$ cat src/rtl/bcd_conv_arbiter_if.sv
// bcd_conv_arbiter_if: requester bus plus shared-converter hookup for bcd_conv_arbiter
interface bcd_conv_arbiter_if #(parameter int NUM_REQ = 4);
   localparam int IW = $clog2(NUM_REQ);
   logic [NUM_REQ-1:0]    req;
   logic [12*NUM_REQ-1:0] bin_in;
   logic [NUM_REQ-1:0]    ack;
   logic [15:0]           bcd_out;
   logic                  bcd_valid;
   logic [IW-1:0]         bcd_id;
   logic                  busy;
   logic [11:0]           conv_bin;
   logic [15:0]           conv_bcd;
   modport master (output req, bin_in, conv_bcd, input ack, bcd_out, bcd_valid, bcd_id, busy, conv_bin);
   modport slave  (input req, bin_in, conv_bcd, output ack, bcd_out, bcd_valid, bcd_id, busy, conv_bin);
endinterface

$ cat src/rtl/bcd_conv_arbiter.sv
// bcd_conv_arbiter: round-robin sharing of one external binary-to-BCD converter
module bcd_conv_arbiter #(
   parameter int NUM_REQ  = 4,
   parameter int CONV_LAT = 0
) (
   input logic clk,
   input logic rst,
   bcd_conv_arbiter_if.slave bus
);
   localparam int IW = $clog2(NUM_REQ);
   typedef enum logic {IDLE, WAIT} state_t;
   state_t state_q, state_d;
   logic [3:0]         cnt_q, cnt_d;
   logic [IW-1:0]      ptr_q, ptr_d, id_q, id_d, g, idx;
   logic [11:0]        conv_bin_q, conv_bin_d;
   logic [15:0]        bcd_out_q, bcd_out_d;
   logic [NUM_REQ-1:0] ack_q, ack_d, elig;
   logic               grant, done;
   // a requester acked this cycle may not be re-granted on the same edge
   assign elig = bus.req & ~ack_q;
   always_comb begin
      g = ptr_q;
      idx = ptr_q;
      for (int k = NUM_REQ; k >= 1; k--) begin
         idx = IW'((int'(ptr_q) + k) % NUM_REQ);
         if (elig[idx]) g = idx;
      end
   end
   always_ff @(posedge clk) begin
      if (rst) begin
         state_q    <= IDLE;
         cnt_q      <= '0;
         ptr_q      <= IW'(NUM_REQ - 1);
         id_q       <= '0;
         conv_bin_q <= '0;
         bcd_out_q  <= '0;
         ack_q      <= '0;
      end else begin
         state_q    <= state_d;
         cnt_q      <= cnt_d;
         ptr_q      <= ptr_d;
         id_q       <= id_d;
         conv_bin_q <= conv_bin_d;
         bcd_out_q  <= bcd_out_d;
         ack_q      <= ack_d;
      end
   end
   always_comb begin
      state_d = (state_q == IDLE) ? ((|elig) ? WAIT : IDLE) : ((cnt_q == 4'd0) ? IDLE : WAIT);
   end
   always_comb begin
      grant      = (state_q == IDLE) && (|elig);
      done       = (state_q == WAIT) && (cnt_q == 4'd0);
      conv_bin_d = grant ? bus.bin_in[12*int'(g) +: 12] : conv_bin_q;
      id_d       = grant ? g : id_q;
      cnt_d      = grant ? 4'(CONV_LAT) : (state_q == WAIT && cnt_q != 4'd0) ? cnt_q - 4'd1 : cnt_q;
      bcd_out_d  = done ? bus.conv_bcd : bcd_out_q;
      ack_d      = done ? NUM_REQ'(1) << id_q : '0;
      ptr_d      = done ? id_q : ptr_q;
   end
   assign bus.ack       = ack_q;
   assign bus.bcd_valid = |ack_q;
   assign bus.bcd_id    = id_q;
   assign bus.busy      = (state_q == WAIT);
   assign bus.conv_bin  = conv_bin_q;
   assign bus.bcd_out   = bcd_out_q;
endmodule

$ cat src/flat_wrapper.sv
// flat-port wrapper written by rule: the top's interface ports become plain ports
module bcd_conv_arbiter_flat 
#(
   parameter int NUM_REQ  = 4,
   parameter int CONV_LAT = 0
)
  (clk, rst, bus_req, bus_bin_in, bus_conv_bcd, bus_ack, bus_bcd_out, bus_bcd_valid, bus_bcd_id, bus_busy, bus_conv_bin);
  bcd_conv_arbiter_if #(.NUM_REQ(NUM_REQ)) bus_i ();
  input logic clk;
  input logic rst;
  input wire logic [$bits(bus_i.req)-1:0] bus_req;
  input wire logic [$bits(bus_i.bin_in)-1:0] bus_bin_in;
  input wire logic [$bits(bus_i.conv_bcd)-1:0] bus_conv_bcd;
  output wire logic [$bits(bus_i.ack)-1:0] bus_ack;
  output wire logic [$bits(bus_i.bcd_out)-1:0] bus_bcd_out;
  output wire logic [$bits(bus_i.bcd_valid)-1:0] bus_bcd_valid;
  output wire logic [$bits(bus_i.bcd_id)-1:0] bus_bcd_id;
  output wire logic [$bits(bus_i.busy)-1:0] bus_busy;
  output wire logic [$bits(bus_i.conv_bin)-1:0] bus_conv_bin;
  assign bus_i.req = bus_req;
  assign bus_i.bin_in = bus_bin_in;
  assign bus_i.conv_bcd = bus_conv_bcd;
  assign bus_ack = bus_i.ack;
  assign bus_bcd_out = bus_i.bcd_out;
  assign bus_bcd_valid = bus_i.bcd_valid;
  assign bus_bcd_id = bus_i.bcd_id;
  assign bus_busy = bus_i.busy;
  assign bus_conv_bin = bus_i.conv_bin;
  bcd_conv_arbiter #(.NUM_REQ(NUM_REQ), .CONV_LAT(CONV_LAT)) u_core (.clk(clk), .rst(rst), .bus(bus_i));
endmodule
$ cat config.mk
export PLATFORM = sky130hd
export DESIGN_NAME = bcd_conv_arbiter_flat
export DESIGN_NICKNAME = d
export VERILOG_FILES = /design/src/rtl/bcd_conv_arbiter_if.sv /design/src/rtl/bcd_conv_arbiter.sv /design/src/flat_wrapper.sv
export SDC_FILE = /design/constraint.sdc
export NUM_CORES = 1
export LEC_CHECK = 0
export ABC_CLOCK_PERIOD_IN_PS = 3300
export CAP_MARGIN = 20
export CORE_AREA = 4 4 74 76
export CTS_BUF_LIST = sky130_fd_sc_hd__clkbuf_16
export DETAILED_ROUTE_END_ITERATION = 7
export DIE_AREA = 0 0 78 80
export PLACE_DENSITY = 0.9
export SETUP_SLACK_MARGIN = 0.2
export SKIP_LAST_GASP = 1
export SLEW_MARGIN = 10
export SYNTH_ARGS = -nofsm -noshare
export SYNTH_HDL_FRONTEND = slang
export SYNTH_SLANG_ARGS = --single-unit
$ cat constraint.sdc
create_clock -name clk -period 3.3 [get_ports clk]
set_input_delay 0.495 -clock clk [delete_from_list [all_inputs] [get_ports clk]]
set_output_delay 0.495 -clock clk [all_outputs]
set_load 0.05 [all_outputs]
==> reports/qor.csv <==
stage,metric,value,unit
outcome,status,completed,
power,switching_share,32.3,%
power,power.total,0.00167,W
floorplan,die_area,6240,um^2
sta,fin_ws,0.980,ns
setup_path,worstPathMaxFanout,4,
floorplan,die_x,78,um
setup_path,crit_arrival,1.83,ns
sta,fin_crit_sh,70.3,%
power,pwr-share-clk,32.2,%
floorplan,die_h,80,um
floorplan,io_pins,106,
synthesis,yosys.cell_count.top_type,nand2_1,
floorplan,coreArea,4720,um^2
placed_design,dp_hpwl,4440,um
finish,drive_gt1_share,8.74,%
global_routing,grt_max_degree,29,
power,power_frac_seq,34.6,%
synthesis,synth_common_cells,"50 x nand2_1, 41 x dfxtp_1, 24 x mux2i_1",
power,p_per_area,523,nW/um^2
synthesis,synth_area,1950,um^2
finish,fin_nets,380,
setup_path,end_kind,output port,
clocking,cts_buffers,5,
synthesis,syn_nets,277,
sta,layout_min_cycle_time,2.32,ns
finish,n_antenna_cell,0,
drt,wl,5830,um
sta,rsz0062_at_grt,no,
clocking,clockRootBuffer,clkbuf_16,
power,leakagePower,1.22,nW
drt,firstDrtPassIters,4,
placed_design,port_buffers,105,
global_routing,grt_pass1_wl,8930,um
floorplan,rows,25,
clocking,clock_sinks,41,
sta,clock_skew,0.00854,ns
run,max-cap-violations,0,
drt,drt_iter0_drc,60,
clocking,cts.clk_slew.worst_paths,0.06,ns
global_routing,grt_remaining_overflow,0,
synthesis,syn_inst,205,
finish,synthToLayoutAreaGrowth,64.0,%
clocking,cts_hold_buf,0,
sta,drv_slew,0,
placed_design,place_ws,0.944,ns
drt,vias_per_cell,4.94,
floorplan,start_util,41.3,%
clocking,cts_tree,built,
setup_path,worst_ep_required_time,2.80,ns
sta,fmax,0.431,GHz
setup_path,worst-setup-path-type,reg2out,
clocking,cts_resized,0,
synthesis,synth_top_area_share,42.1,%
synthesis,synth-warning-count,0,
drt,ant_nets,0,
synthesis,synth.area.top_cells,"dfxtp_1 42%, mux2i_1 12%, nand2_1 9.6%",
sta,tightestPinTransition,0.727,ns
power,p_sw,0.000541,W
global_routing,grt_pass1_vias,1854,
sta,hold_violations,0,
sta,fin_tns_setup,0,ns
global_routing,antenna_found_initial,0,
synthesis,yosysSeqAreaShare,42.1,%
drt,vias,1858,
clocking,cts_buffer_depth,2,
synthesis,synth.avg_cell_area,9.52,um^2
synthesis,synthArstFlopShare,0,%
clocking,clock_latency,0.29,ns
sta,slew_headroom,51.4,%
hold_path,hold_path_class,reg2reg,
synthesis,synth_edf_count,0,
synthesis,synth_seq_cells,41,
clocking,cts_htree_levels,2,
synthesis,synth_area_leader_cell,dfxtp_1,
drt,drc,0,
drt,routedWlPerCell,15.5,um
synthesis,synthFlopType,dfxtp_1,
power,ir_drop,348,uV
sta,setup_viol,0,
power,p_int,0.00113,W
placed_design,gp_congestion,0.766,
power,p_comb_share,33.2,%
synthesis,synth_cell_type_count,35,
setup_path,start_kind,flip-flop,
global_routing,track_usage,18.3,%
clocking,postCtsSetupBuffers,0,
-- through the flow --
step                util [%]  cells  hold slack, ns  cell area, um^2
floorplan                  -    205           0.477             1950
global placement        64.3    368           0.441             3040
detailed placement      64.3    368           0.447             3040
CTS                     67.7    376           0.453             3200
global route            67.7    376           0.475             3200
finish                  67.7    376           0.453             3200
-- registers in the layout, indices dropped and copies added, names as in the netlist --
| name | flops |
|---|---|
| u_core.bus.ack | 4 |
| u_core.bus.bcd_id | 2 |
| u_core.bus.bcd_out | 16 |
| u_core.bus.busy | 1 |
| u_core.bus.conv_bin | 12 |
| u_core.cnt_q | 4 |
| u_core.ptr_q | 2 |
-- final timing paths --
kind / startpoint / end / slack (ns) / cells after the start
worst min-delay path: u_core.bus.bcd_out[11]$_SDFFE_PP0N_ / u_core.bus.bcd_out[11]$_SDFFE_PP0N_ / 0.45 / 2
worst max register to register: u_core.cnt_q[0]$_SDFFE_PP0P_ / u_core.bus.ack[2]$_SDFF_PP0_ / 1.47 / 5
worst max-delay path: u_core.bus.ack[1]$_SDFF_PP0_ / bus_bcd_valid / 0.98 / 2
worst min register to register: u_core.bus.bcd_out[11]$_SDFFE_PP0N_ / u_core.bus.bcd_out[11]$_SDFFE_PP0N_ / 0.45 / 2
-- final cells by class --
type | instances | area [um^2]
Clock inverter | 3 | 37.5
Inverter | 4 | 15.0
Tap cell | 67 | 83.8
Fill cell | 378 | 1520
Sequential cell | 41 | 821
Clock buffer | 5 | 125
Timing Repair Buffer | 108 | 1070
Multi-Input combinational cell | 148 | 1040
-- cell usage in the layout, fill, tap and decap left out, types with 2 or more instances in the layout --
master / instances
a21oi_1: 18
buf_4: 3
clkbuf_16: 5
clkdlybuf4s50_1: 105
dfxtp_1: 41
ha_1: 2
inv_1: 5
mux2i_1: 24
nand2_1: 50
nand2b_1: 3
nand2b_4: 3
nand3b_1: 2
nor2_1: 8
nor3_1: 2
nor3b_1: 2
nor4_1: 2
nor4b_1: 2
o221ai_1: 2
o221ai_2: 10
o2bb2ai_1: 2
xnor2_1: 2
-- power groups by stage --
| stage | clock [W] | combinational, W | sequential (W) |
|---|---|---|---|
| 2_1_floorplan | 0 | 0.000203 | 0.000739 |
| 3_3_place_gp | 0 | 0.000550 | 0.000587 |
| 3_5_place_dp | 0 | 0.000558 | 0.000589 |
| 4_1_cts | 0.000548 | 0.000561 | 0.000579 |
| 5_1_grt | 0.000568 | 0.000585 | 0.000586 |
| 6_report | 0.000539 | 0.000557 | 0.000579 |
-- metal layers --
layer | global-route usage (%) | vias up | part of all wire [%]
li1 | - | 926 | -
met1 | 19.5 | 874 | 39
met2 | 33.5 | 45 | 54
met3 | 5.08 | 13 | 4.5
met4 | 8.04 | 0 | 2.2
met5 | 0 | - | 0
-- worst max-delay path, cell delays in order, from the launching register on --
cell and delay, ns:
dfxtp_1 0.32, or4_1 0.51, clkdlybuf4s50_1 0.71
-- cells by family after synthesis --
group,synth area share [%]
simple gates,20.6
flops,42.1
compound gates,16.8
mux,13.5
buf+inv,4.43
xor+xnor,1.35
fa+ha+maj,1.28
No activity file was read; power rests on OpenSTA's default activity.
